==> src/rtl/pc_fetch_unit_if.sv <==
// Instruction-memory fetch handshake: request held until the response cycle.
interface pc_fetch_unit_if;
  logic        imem_req;
  logic [63:0] imem_addr;
  logic        imem_valid;
  logic [31:0] imem_data;

  modport master (
    output imem_req,
    output imem_addr,
    input  imem_valid,
    input  imem_data
  );

  modport slave (
    input  imem_req,
    input  imem_addr,
    output imem_valid,
    output imem_data
  );
endinterface

==> src/rtl/pc_fetch_unit.sv <==
// Program counter, instruction fetch, V/C/N/Z flag register and retired counter.
// One cycle minimum fetch latency, unbounded memory wait states; EXEC repeats while NS=1.
module pc_fetch_unit #(
  parameter logic [63:0] PC_RESET = 64'h0,
  parameter int          CNT_W    = 32
) (
  input  logic                 clock,
  input  logic                 reset,
  pc_fetch_unit_if.master      imem,
  output logic [31:0]          instruction,
  output logic [4:0]           status,
  output logic                 exec,
  input  logic [1:0]           PS,
  input  logic [63:0]          K,
  input  logic                 NS,
  input  logic                 EN_PC,
  input  logic                 SL,
  input  logic [3:0]           alu_flags,
  input  logic                 alu_zero,
  input  logic [63:0]          bus_in,
  output logic [63:0]          bus_out,
  output logic [63:0]          pc,
  output logic [CNT_W-1:0]     retired
);

  typedef enum logic {FETCH = 1'b0, EXEC = 1'b1} state_t;

  state_t      state;
  logic        req;
  logic [3:0]  flags;
  logic [63:0] pc_plus4;
  logic [63:0] pc_next;

  assign pc_plus4       = pc + 64'd4;
  assign imem.imem_req  = req;
  assign imem.imem_addr = pc;
  assign status         = {flags, alu_zero};
  assign bus_out        = (EN_PC && exec) ? pc_plus4 : 64'h0;

  // K is a word offset relative to the following instruction
  always_comb begin
    pc_next = pc;
    case (PS)
      2'b00:   pc_next = pc;
      2'b01:   pc_next = pc_plus4;
      2'b10:   pc_next = {bus_in[63:2], 2'b00};
      default: pc_next = pc_plus4 + (K << 2);
    endcase
  end

  always_ff @(posedge clock) begin
    if (!reset) begin
      state       <= FETCH;
      pc          <= PC_RESET;
      req         <= 1'b0;
      instruction <= 32'h0;
      flags       <= 4'h0;
      retired     <= '0;
      exec        <= 1'b0;
    end else begin
      case (state)
        FETCH: begin
          if (!req) begin
            req <= 1'b1;
          end else if (imem.imem_valid) begin
            instruction <= imem.imem_data;
            req         <= 1'b0;
            state       <= EXEC;
            exec        <= 1'b1;
          end
        end
        EXEC: begin
          if (SL) flags <= alu_flags;
          pc <= pc_next;
          if (!NS) begin
            retired <= retired + {{(CNT_W-1){1'b0}}, 1'b1};
            state   <= FETCH;
            exec    <= 1'b0;
            req     <= 1'b1;
          end
        end
        default: begin
          state <= FETCH;
          exec  <= 1'b0;
        end
      endcase
    end
  end

endmodule

==> src/flat_wrapper.sv <==
// flat-port wrapper written by rule: the top's interface ports become plain ports
module pc_fetch_unit_flat 
#(
  parameter logic [63:0] PC_RESET = 64'h0,
  parameter int          CNT_W    = 32
)
  (clock, reset, instruction, status, exec, PS, K, NS, EN_PC, SL, alu_flags, alu_zero, bus_in, bus_out, pc, retired, imem_imem_req, imem_imem_addr, imem_imem_valid, imem_imem_data);
  pc_fetch_unit_if imem_i ();
  input  logic clock;
  input  logic reset;
  output logic [31:0] instruction;
  output logic [4:0] status;
  output logic exec;
  input  logic [1:0] PS;
  input  logic [63:0] K;
  input  logic NS;
  input  logic EN_PC;
  input  logic SL;
  input  logic [3:0] alu_flags;
  input  logic alu_zero;
  input  logic [63:0] bus_in;
  output logic [63:0] bus_out;
  output logic [63:0] pc;
  output logic [CNT_W-1:0] retired;
  output wire logic [$bits(imem_i.imem_req)-1:0] imem_imem_req;
  output wire logic [$bits(imem_i.imem_addr)-1:0] imem_imem_addr;
  input wire logic [$bits(imem_i.imem_valid)-1:0] imem_imem_valid;
  input wire logic [$bits(imem_i.imem_data)-1:0] imem_imem_data;
  assign imem_imem_req = imem_i.imem_req;
  assign imem_imem_addr = imem_i.imem_addr;
  assign imem_i.imem_valid = imem_imem_valid;
  assign imem_i.imem_data = imem_imem_data;
  pc_fetch_unit #(.PC_RESET(PC_RESET), .CNT_W(CNT_W)) u_core (.clock(clock), .reset(reset), .imem(imem_i), .instruction(instruction), .status(status), .exec(exec), .PS(PS), .K(K), .NS(NS), .EN_PC(EN_PC), .SL(SL), .alu_flags(alu_flags), .alu_zero(alu_zero), .bus_in(bus_in), .bus_out(bus_out), .pc(pc), .retired(retired));
endmodule
==> config.mk <==
export PLATFORM = sky130hd
export DESIGN_NAME = pc_fetch_unit_flat
export DESIGN_NICKNAME = d
export VERILOG_FILES = /design/src/rtl/pc_fetch_unit_if.sv /design/src/rtl/pc_fetch_unit.sv /design/src/flat_wrapper.sv
export SDC_FILE = /design/constraint.sdc
export NUM_CORES = 1
export LEC_CHECK = 0
export BUFFER_PORTS_ARGS = -buffer_cell sky130_fd_sc_hd__buf_2
export CORE_AREA = 2 2 170 172
export DETAILED_ROUTE_END_ITERATION = 7
export DIE_AREA = 0 0 172 174
export PLACE_DENSITY_LB_ADDON = 0.12
export SYNTH_ARGS = -nofsm -noshare
export SYNTH_HDL_FRONTEND = slang
export SYNTH_SLANG_ARGS = --single-unit
export TNS_END_PERCENT = 50
==> constraint.sdc <==
create_clock -name clock -period 11.9 [get_ports clock]
set_input_delay 1.785 -clock clock [delete_from_list [all_inputs] [get_ports clock]]
set_output_delay 1.785 -clock clock [all_outputs]
set_load 0.05 [all_outputs]
==> summary.md, run 1 <==
| Metric | Value |
|---|---|
| Status | `completed` |
| Final WL | `roughly 45000 um` |
| Filler cells | `slightly below 3000` |
| Post-DP HPWL | `33600 um` |
| Starting DRT DRC Count | `approximately 940` |
| CTS Hold Bufs | `0` |
| Synth cell types | `68` |
| Synth warn | `0` |
| Fin crit period | `about 6.3 ns` |
| Final Skew | `0.0144 ns` |
| Actual slew at the worst max-slew pin | `1.18 ns` |
| # rows | `62` |
| CTS tree | `done` |
| List of most frequent post-synthesis cells | `nand2_1 (172), a21oi_1 (150), dfxtp_1 (133), nor2_1 (126), clkbuf_1 (90)` |
| Sequential cell area fraction in the yosys report | `about 23%` |
| Layout Cells excl Fill | `about 2300` |
| Initial antenna violation count | `4` |
| Layout cell share with drive strength beyond 1 | `approximately a quarter` |
| RSZ-0062 raised after global routing | `false` |
| Ranking of synthesized cells by area | `dfxtp_1 (23%), ha_1 (7.5%), a21oi_1 (6.5%), xnor2_1 (6.2%), nand2_1 (5.6%)` |
| Post-CTS Setup Inserts | `0` |
| P_leak | `6.76 nW` |
| Placed insts | `2229` |
| Hold Crit Depth | `2` |
| Core area | `between 20000 and 30000 um^2` |
| Drt drc | `0` |
| Comb pwr share | `30.2%` |
| Gr usage total | `between 20% and 30%` |
| CP endpoint kind | `flip-flop` |
| Number of vias per cell | `about 5.6` |
| Synth Area in Simple Gates | `about 24%` |
| CP max stage cell | `or3_2` |
| 1st-pass router iterations | `5` |
| Synth Area per Inst | `approximately 7.4 um^2` |
| Avg WL per Cell | `between 15 and 20 um` |
| Vias in the first global route | `approximately 12000` |
| XOR/XNOR share of the synthesized area | `between 10% and 20%` |
| Max Clock Freq | `160 MHz` |
| H-Tree Depth | `4` |
| Count of final max-slew check failures | `0` |
| Post-synthesis compound-gate area fraction | `roughly a quarter` |
| First-pass GRT wire length | `between 60000 and 70000 um` |
| IO Pins | `436` |
| Most common cell in the netlist | `nand2_1` |
| Worst-path clk slew | `approximately 0.08 ns` |
| Max-Cap Viols | `0` |
| Sw frac | `between 30% and 40%` |
| Crit-path cells | `ha_1 > and3_1 > and3_1 > nand2b_1 > or3_2 > nor3_1 > xor2_1 > ha_1 > a21o_1 > a21o_1 > a21oi_1 > o211ai_1 > a2111oi_2 > o31ai_1 > a221oi_1 > o21ai_0 > o211a_1 > a211o_1` |
| Clock Path Buffers | `2` |
| Sequential share of power | `about a third` |
| Die Area | `approximately 30000 um^2` |
| Worst EP arrival | `about 6.6 ns` |
| Crit path required time | `roughly 12 ns` |
| Area growth from synthesis to layout | `21.0%` |
| Slew headroom | `between 20% and 30%` |
| Synth Area in Adders | `under 10%` |
| Initial Util | `between 40% and 50%` |
| Largest net degree at the start of global routing | `just over 70` |
| Final Hold Fails | `0` |
| Die Ht | `~170 um` |
| Clock network fraction of total power | `37.5%` |
| Die Wd | `172 um` |
| Area share of the largest cell type after synthesis | `around 23%` |
| Biggest area consumer among synthesized cells | `dfxtp_1` |
| Port Buffers | `423` |
| Antenna Nets Post-Route | `0` |
| Async set-or-reset flop fraction in the synthesized netlist | `0%` |
| Max stage delay on crit path | `~0.60 ns` |
| Final setup violation count | `0` |
| Final GP Congestion | `0.906` |
| Internal power | `about 0.0009 W` |
| Main combinational cell family by area after synthesis | `compound AO/OA/AOI/OAI gates` |
| Period utilisation layout | `about 53%` |
| Worst Path Max Fanout | `9` |
| Layout Nets | `2108` |
| Syn Inst Count | `between 1500 and 2000` |
| Worst-skew pair later-pin latency | `roughly 0.43 ns` |
| Critical path class | `reg -> reg` |
| Area occupied by multi-input gates | `about 8000 um^2` |
| Max VDD drop | `0.0869 mV` |
| Via Count | `~13000` |
| Clock Sinks | `around 130` |
| R2R cell count | `18` |
| Switching pwr | `around 0.0006 W` |
| Register bit total from synthesis | `~130` |
| Number of synthesized flops with an enable pin | `0` |
| Total negative slack | `0 ns` |
| Hold slack | `0.452 ns` |
| Synth Flop Type | `dfxtp_1` |
| Root buf cell | `clkbuf_16` |
| Min-Delay Path Class | `reg -> reg` |
| Sequential cell area | `between 2000 and 3000 um^2` |
| Startpoint types | `flip-flop` |
| PwrDens | `~110 nW/um^2` |
| Mux cell area share after synthesis | `less than 1%` |
| Synthesized area | `around 12000 um^2` |
| Num CTS Buffers | `17` |
| Gr ovfl total | `0` |
| Post_cts resized | `0` |
-- power groups by stage --
stage          Clock (W)  Sequential [W]  Combinational [W]
2_1_floorplan          0        0.000553           0.000280
3_3_place_gp           0        0.000497           0.000449
3_5_place_dp           0        0.000498           0.000449
4_1_cts         0.000573        0.000487           0.000451
5_1_grt         0.000591        0.000491           0.000489
6_report        0.000564        0.000488           0.000454
-- layer usage --
layer  wire (um)  share of wire, %  GRT usage (%)  up-vias
li1            -                 -              -     6169
met1       19600                44           37.3     6063
met2       21500                48           48.0      491
met3        2810               6.3           4.60       46
met4         983               2.2           9.17        0
met5           0                 0              0        -
-- per-stage QoR --
| stage | total power (W) | setup slack (ns) | utilization [%] | cell area, um^2 |
|---|---|---|---|---|
| after CTS | 0.00151 | 5.72 | 49.7 | 14000 |
| after global placement | 0.000946 | 5.78 | 47.6 | 13400 |
| after floorplan | 0.000833 | 6.50 | - | 11600 |
| after detailed placement | 0.000947 | 5.76 | 47.6 | 13400 |
| final | 0.00151 | 5.64 | 49.7 | 14000 |
| after global routing | 0.00157 | 5.27 | 49.7 | 14000 |
-- cell usage in the layout, fill, tap and decap left out, types with 11 or more instances in the layout --
| master | instances |
|---|---|
| o211ai_1 | 12 |
| a221oi_1 | 28 |
| xor2_1 | 57 |
| nor3_1 | 32 |
| buf_2 | 423 |
| and3_1 | 29 |
| dfxtp_1 | 133 |
| nand2_1 | 171 |
| buf_4 | 11 |
| a211oi_1 | 21 |
| clkbuf_16 | 17 |
| inv_1 | 31 |
| or3_1 | 18 |
| nand4_1 | 32 |
| a21oi_1 | 150 |
| nor2_1 | 126 |
| nand3_1 | 48 |
| a22o_1 | 13 |
| nor2b_1 | 63 |
| o21bai_1 | 20 |
| and4_1 | 14 |
| o21ai_0 | 81 |
| a21o_1 | 42 |
| xnor2_1 | 82 |
| a31oi_1 | 13 |
| ha_1 | 67 |
-- worst paths after layout --
kind / start / end / slack, ns
setup / recovery: u_core.imem.imem_addr[2] / u_core.imem.imem_addr[61] / 5.64
hold / removal: u_core.instruction[25] / u_core.instruction[25] / 0.45
setup reg to reg: u_core.imem.imem_addr[2] / u_core.imem.imem_addr[61] / 5.64
hold reg to reg: u_core.instruction[25] / u_core.instruction[25] / 0.45
-- state kept, by name, indices dropped and copies added, names as in the netlist --
name                   cells
u_core.imem.imem_addr     62
u_core.instruction        32
u_core.retired            32
u_core.flags               4
u_core.exec                1
u_core.imem.imem_req       1
u_core.state               1
-- area by class of cell --
type                    count  share of cell area (%)
well taps                 384                    3.42
diodes                      6                   0.107
repair buffers            434                    15.7
clock buffers              17                    3.03
inverters                  32                   0.864
clock inverters            15                    1.26
multi-input cells        1246                    56.7
flip-flops and latches    133                    19.0
-- logic make-up (layout without fill, tap and decap cells) --
group	after synthesis	after routing
simple gates	571	571
compound gates	455	455
buf+inv	201	498
xor+xnor	139	139
flops	133	133
fa+ha+maj	71	71
mux	4	4
other cells	1	12
-- critical path, delay by kind of cell (launching register included) --
family          cells  cell delay (ns)
compound gates     10             2.66
xor+xnor            1             0.34
fa+ha+maj           2             0.61
flops               1             0.53
simple gates        5             2.00
No activity file was read; power rests on OpenSTA's default activity.
==> inputs of run 2 (changes only) <==
--- a/config.mk
+++ b/config.mk
@@ -5,10 +5,10 @@
 export SDC_FILE = /design/constraint.sdc
 export NUM_CORES = 1
 export LEC_CHECK = 0
+export ABC_AREA = 1
 export BUFFER_PORTS_ARGS = -buffer_cell sky130_fd_sc_hd__buf_2
-export CORE_AREA = 2 2 170 172
+export CORE_UTILIZATION = 50
 export DETAILED_ROUTE_END_ITERATION = 7
-export DIE_AREA = 0 0 172 174
 export PLACE_DENSITY_LB_ADDON = 0.12
 export SYNTH_ARGS = -nofsm -noshare
 export SYNTH_HDL_FRONTEND = slang
==> constraint.sdc (replaced) <==
create_clock -name clock -period 6.14 [get_ports clock]
set_input_delay 0.921 -clock clock [delete_from_list [all_inputs] [get_ports clock]]
set_output_delay 0.921 -clock clock [all_outputs]
set_load 0.05 [all_outputs]
==> run 2 against run 1 <==
Clock skew rose by 0.0023 ns. Final cell count grew 49%. Maximum frequency up 36%. Sequential power up 100%. Critical path type unchanged.
==> summary.md, run 2 <==
| Metric | Value |
|---|---|
| Max Clock Freq | `218 MHz` |
| M1 WL | `approximately 25000 um` |
| Period utilisation layout | `74.9%` |
| Synth cell types | `49` |
| Post-DP HPWL | `between 50000 and 60000 um` |
| Hold endpoint | `u_core.instruction[22]` |
| CTS Hold Bufs | `0` |
| P_leak | `approximately 9.5 nW` |
| Final setup violation count | `0` |
| Final total power | `~0.0031 W` |
| Largest net degree at the start of global routing | `73` |
| Reg-to-reg slack, setup | `1.54 ns` |
| Num CTS Buffers | `17` |
| Startpoint types | `flip-flop` |
| CTS tree | `done` |
| Max VDD drop | `0.152 mV` |
| Async set-or-reset flop fraction in the synthesized netlist | `0%` |
| R2R Path End | `u_core.imem.imem_addr[49]` |
| Crit path required time | `~6.5 ns` |
| Max reg flops | `62` |
| Fin crit period | `4.60 ns` |
| Gr ovfl total | `0` |
| Number of synthesized flops with an enable pin | `0` |
| Area share of the largest cell type after synthesis | `20.6%` |
| RSZ-0062 raised after global routing | `false` |
| Pre-CTS setup slack | `1.80 ns` |
| IO Pins | `between 400 and 500` |
| Drt drc | `0` |
| Register bit total from synthesis | `roughly 130` |
| Final Hold Fails | `0` |
| Worst EP arrival | `between 4 and 5 ns` |
| Hold Crit Depth | `2` |
| Via Count | `around 19000` |
| Top Metal Used | `met4` |
| Worst setup margin | `between 1.5 and 2 ns` |
| Antenna Nets Post-Route | `0` |
| Area growth from synthesis to layout | `17.7%` |
| Synth Area per Inst | `about 5.5 um^2` |
| Core area | `28200 um^2` |
| Starting DRT DRC Count | `about 2400` |
| Die Area | `~30000 um^2` |
| Slew headroom | `between 30 and 40%` |
| 1st-pass router iterations | `6` |
| Syn Inst Count | `approximately 2700` |
| Clock Path Buffers | `2` |
| Cell mode on critical path | `nand2_1` |
| Layout Cells excl Fill | `3369` |
| RR Startpoint | `u_core.imem.imem_addr[2]` |
| Final WL | `~67000 um` |
| Max stage delay on crit path | `roughly 0.50 ns` |
| Clock Sinks | `approximately 130` |
| Synth Flop Type | `dfxtp_1` |
| Commonest non-fill, non-tap cell in the layout | `nand2_1` |
| Avg WL per Cell | `between 15 and 20 um` |
| Final Skew | `between 0.015 and 0.02 ns` |
| Worst-path clk slew | `0.07 ns` |
| Post_cts resized | `0` |
| Actual slew at the worst max-slew pin | `around 1.0 ns` |
| CP endpoint kind | `flip-flop` |
| Biggest area consumer among synthesized cells | `nand2_1` |
| Min-Delay Path Class | `reg -> reg` |
| Worst-skew pair later-pin latency | `between 0.4 and 0.5 ns` |
| ANT cells | `0` |
| Final GP Congestion | `between 1 and 1.5` |
| Initial antenna violation count | `0` |
| Critical path class | `reg -> reg` |
| Layout cell share with drive strength beyond 1 | `between 15 and 20%` |
| Number of vias per cell | `roughly 5.6` |
| Hold Crit Start | `u_core.instruction[22]` |
| Family with the most delay on the worst path | `simple AND/OR/NAND/NOR gates` |
| Die Ht | `172 um` |
| Post-CTS Setup Inserts | `0` |
| Worst Path Max Fanout | `8` |
| Max-Cap Viols | `0` |
| List of most frequent post-synthesis cells | `nand2_1 (795), inv_1 (398), nor2_1 (380), a21oi_1 (196), o21ai_0 (159)` |
| Placed insts | `~3300` |
| CP Buf/Inv Count | `2` |
| Status | `completed` |
| First-pass GRT wire length | `around 96000 um` |
| Filler cells | `between 2000 and 3000` |
| Vias in the first global route | `16341` |
| Ranking of synthesized cells by area | `nand2_1 (21%), dfxtp_1 (18%), inv_1 (10%), nor2_1 (9.8%), a21oi_1 (6.8%)` |
| Gr usage total | `between 40% and 50%` |
| Die Wd | `172 um` |
| Sequential cell area fraction in the yosys report | `18.3%` |
| Crit-path cells | `ha_1 > nand2_1 > nor2_4 > nand2_1 > nor2_2 > nand4_1 > nand2_1 > inv_1 > ha_1 > nand2_1 > nor2_1 > inv_1 > nor3_1 > o21ai_0 > nand4_1 > nand3_1 > a21oi_1` |
| Initial Util | `between 50% and 60%` |
| H-Tree Depth | `4` |
| R2R cell count | `17` |
| # rows | `slightly above 60` |
| Synth warn | `0` |
| Count of final max-slew check failures | `0` |
| PwrDens | `approximately 180 nW/um^2` |
| Most frequent cells in the layout | `nand2_1 (794), buf_2 (423), inv_1 (398), nor2_1 (379), a21oi_1 (196)` |
| CP max stage cell | `dfxtp_1` |
| Port Buffers | `423` |
| Met2 Wirelength | `~28000 um` |
| WL met3 | `8360 um` |
| Total negative slack | `0 ns` |
| Most common cell in the netlist | `nand2_1` |
| Layout Nets | `3222` |
| Root buf cell | `clkbuf_16` |
| Synthesized area | `about 15000 um^2` |
run 2: cells by family after synthesis:
group                    share of synthesized area, %
AND/OR/NAND/NOR                                  41.1
buffers and inverters                            15.8
AO/OA/AOI/OAI                                    15.5
flip-flops                                       18.3
adder cells (fa/ha/maj)                          6.17
XOR/XNOR                                         3.12
other                                          0.0258
run 2: metrics by stage:
stage | utilization, % | instance area [um^2] | hold slack [ns]
after floorplan | - | 14500 | 0.496
after global placement | 58.5 | 16500 | 0.459
after CTS | 60.7 | 17100 | 0.483
after global routing | 60.7 | 17100 | 0.507
final | 60.7 | 17100 | 0.481
after detailed placement | 58.5 | 16500 | 0.467
run 2: worst max-delay path by stage:
stage	slack, ns	start	cells past startpoint	end
6_report	1.54	u_core.imem.imem_addr[2]	17	u_core.imem.imem_addr[49]
5_1_grt	1.49	u_core.imem.imem_addr[2]	19	u_core.imem.imem_addr[37]
4_1_cts	1.76	u_core.imem.imem_addr[2]	19	u_core.imem.imem_addr[37]
3_5_place_dp	1.80	u_core.imem.imem_addr[2]	19	u_core.imem.imem_addr[37]
3_3_place_gp	1.90	u_core.imem.imem_addr[2]	19	u_core.imem.imem_addr[37]
2_1_floorplan	2.55	u_core.imem.imem_addr[2]	9	bus_out[34]
run 2: area by class of cell:
type / instances / area (um^2) / area share [%]
multi-input combinational: 1982 / 9590 / 56.1
clock buffer: 17 / 425 / 2.49
inverter: 407 / 1530 / 8.95
sequential: 133 / 2660 / 15.6
clock inverter: 15 / 181 / 1.06
timing repair buffer: 437 / 2220 / 13.0
tap: 378 / 473 / 2.77
run 2: where the power goes:
part / switching [W] / internal, W / leakage, nW
registers: 0.0000698 / 0.000904 / 1.08
logic: 0.000807 / 0.000279 / 8.10
clock network: 0.000497 / 0.000552 / 0.290
run 2: worst min-delay path, cell delays in order, from the launching register on:
cell	delay (ns)
dfxtp_1	0.32
nor2_1	0.04
nor2_1	0.08
run 2: per-layer routing:
layer	GRT usage, %	up-vias
li1	-	8938
met1	53.5	8372
met2	67.2	1394
met3	10.5	231
met4	29.7	0
met5	0	-
==> inputs of run 3 (changes only) <==
==> constraint.sdc (replaced) <==
create_clock -name clock -period 4.6 [get_ports clock]
set_input_delay 0.69 -clock clock [delete_from_list [all_inputs] [get_ports clock]]
set_output_delay 0.69 -clock clock [all_outputs]
set_load 0.05 [all_outputs]
==> run 3 against run 2 <==
The run now ends with DRC left. Global-route usage rose by 0.48 points. Maximum frequency rose by 5.7%. Count of clock-buffer cells in the layout did not move. Largest cell class unchanged. Sequential cell count did not move. Critical path depth rose by 3. Die area did not move. Core utilization rose by 0.43 points. Highest routed layer is now met5.
==> summary.md, run 3 (synthesized netlist as in run 2, its figures left out) <==
| Metric | Value |
|---|---|
| Most frequent cells in the layout | `nand2_1 (794), buf_2 (423), inv_1 (398), nor2_1 (379), a21oi_1 (196)` |
| Drt drc | `1` |
| RR Startpoint | `u_core.imem.imem_addr[3]` |
| WP depth | `20` |
| Initial antenna violation count | `1` |
| Avg WL per Cell | `about 20 um` |
| Worst Path Max Fanout | `6` |
| Met2 Use GR | `68.0%` |
| Largest net degree at the start of global routing | `71` |
| CTS tree | `done` |
| IO Pins | `about 440` |
| Final setup violation count | `0` |
| Post-CTS Setup Inserts | `0` |
| Max stage delay on crit path | `0.56 ns` |
| Clock Path Buffers | `2` |
| Gr usage total | `between 40 and 50%` |
| Family with the most delay on the worst path | `simple AND/OR/NAND/NOR gates` |
| Worst EP arrival | `4.65 ns` |
| CP endpoint kind | `flip-flop` |
| Number of vias per cell | `around 5.6` |
| Max-Cap Viols | `0` |
| Final Hold Fails | `0` |
| Count of final max-slew check failures | `0` |
| Layout Nets | `3236` |
| RSZ-0062 raised after global routing | `false` |
| Final GP Congestion | `about 1.1` |
| Reg-to-reg slack, setup | `0.25 ns` |
| Period utilisation layout | `a little over nine tenths` |
| Final WL | `approximately 67000 um` |
| Crit path required time | `slightly below 5 ns` |
| Vias in the first global route | `16605` |
| M3 GR Usage | `a little under an eighth` |
| Filler cells | `about 2900` |
| Core area | `between 20000 and 30000 um^2` |
| Startpoint types | `flip-flop` |
| CP max stage cell | `xor2_1` |
| Worst setup margin | `0.251 ns` |
| Status | `finished with violations` |
| R2R Path End | `u_core.imem.imem_addr[53]` |
| Failing checks | `DRC` |
| Critical Path Sink | `u_core.imem.imem_addr[53]` |
| Antenna Nets Post-Route | `0` |
| Slew headroom | `21.5%` |
| Post-DP HPWL | `54200 um` |
| Critical path class | `reg -> reg` |
| Area growth from synthesis to layout | `18.6%` |
| Final Skew | `0.0109 ns` |
| Pre-CTS setup slack | `around 0.53 ns` |
| First-pass GRT wire length | `between 90000 and 100000 um` |
| # rows | `61` |
| CP Buf/Inv Count | `2` |
| PwrDens | `about 240 nW/um^2` |
| H-Tree Depth | `4` |
| M1 GR Usage | `a little over half` |
| Min-Delay Path Class | `reg -> reg` |
| Layout cell share with drive strength beyond 1 | `~18%` |
| Port Buffers | `approximately 420` |
| P_leak | `approximately 9.5 nW` |
| Initial Util | `about half` |
| Actual slew at the worst max-slew pin | `approximately 1.2 ns` |
| R2R cell count | `20` |
| Post_cts resized | `0` |
| Fin crit period | `4.35 ns` |
| Crit path from | `u_core.imem.imem_addr[3]` |
| Commonest non-fill, non-tap cell in the layout | `nand2_1` |
| CTS Hold Bufs | `0` |
| Crit-path cells | `ha_2 > nand2_1 > nor2_4 > nand2_1 > nor2_2 > xor2_1 > inv_1 > ha_1 > nand2_1 > inv_1 > nand2_1 > nand2_1 > a21oi_1 > nand3_1 > nand2_1 > nand3_1 > nand2_1 > nand3_1 > nand2_1 > a21oi_1` |
| Clock Sinks | `133` |
| Starting DRT DRC Count | `about 2200` |
| Max VDD drop | `about 0.24 mV` |
| Worst-path clk slew | `roughly 0.070 ns` |
| Die Wd | `roughly 170 um` |
| Max Clock Freq | `about 230 MHz` |
| Via Count | `~19000` |
| Total negative slack | `0 ns` |
| Worst-skew pair later-pin latency | `about 0.43 ns` |
| GR peak layer | `met2` |
| Gr ovfl total | `0` |
| Root buf cell | `clkbuf_16` |
| Max reg flops | `between 60 and 70` |
| 1st-pass router iterations | `8` |
| Die Area | `29700 um^2` |
| Die Ht | `approximately 170 um` |
| Cell mode on critical path | `nand2_1` |
| Num CTS Buffers | `17` |
-- run 3: changes by cell type in the layout (fill, tap and decap cells not counted), sizes merged --
cell    before  now
buf        437  451
clkinv       7    5
bufinv       0    1
diode        0    1
inv        413  414
-- run 3: worst min path at each step --
stage	from	to	slack, ns	depth (start not counted)
global route	u_core.instruction[17]	u_core.instruction[17]	0.50	2
CTS	u_core.instruction[22]	u_core.instruction[22]	0.48	2
floorplan	u_core.state	u_core.state	0.50	2
global placement	u_core.instruction[12]	u_core.instruction[12]	0.46	2
finish	u_core.instruction[22]	u_core.instruction[22]	0.48	2
detailed placement	u_core.instruction[22]	u_core.instruction[22]	0.47	2
-- run 3: metrics by stage --
step	cell area (um^2)	hold WS, ns	utilization (%)	cells	power (W)
6_report	17200	0.480	61.1	3384	0.00418
5_1_grt	17200	0.504	61.1	3383	0.00431
4_1_cts	17200	0.482	61.1	3383	0.00413
3_5_place_dp	16600	0.466	58.9	3351	0.00274
3_3_place_gp	16600	0.459	58.9	3351	0.00273
2_1_floorplan	14500	0.496	-	2655	0.00228
-- run 3: where the power goes --
group          switching, W  total (W)  leakage, nW  internal, W
clock              0.000636    0.00141        0.290     0.000778
combinational       0.00108    0.00147         8.17     0.000384
sequential        0.0000906    0.00130         1.08      0.00121
-- run 3: worst reg2reg max path, cell delays in order (launching register included) --
cell,delay [ns]
dfxtp_1,0.42
ha_2,0.33
nand2_1,0.14
nor2_4,0.22
nand2_1,0.20
nor2_2,0.31
xor2_1,0.57
inv_1,0.11
ha_1,0.36
nand2_1,0.11
inv_1,0.05
nand2_1,0.06
nand2_1,0.07
a21oi_1,0.22
nand3_1,0.32
nand2_1,0.22
nand3_1,0.09
nand2_1,0.06
nand3_1,0.07
nand2_1,0.19
a21oi_1,0.10
-- run 3: final cells by class --
type	instances	area [um^2]	share of cell area (%)
Clock inverter	15	180	1.05
Antenna cell	1	2.50	0.0145
Tap cell	378	473	2.75
Inverter	407	1530	8.89
Timing Repair Buffer	451	2340	13.6
Sequential cell	133	2660	15.5
Multi-Input combinational cell	1982	9590	55.8
Clock buffer	17	425	2.47
-- run 3: layer usage --
| metal | vias up | wire (um) | share of wire (%) |
|---|---|---|---|
| li1 | 8963 | - | - |
| met5 | - | 10 | 0.015 |
| met2 | 1331 | 28700 | 43 |
| met4 | 2 | 5230 | 7.8 |
| met1 | 8282 | 24800 | 37 |
| met3 | 277 | 8550 | 13 |
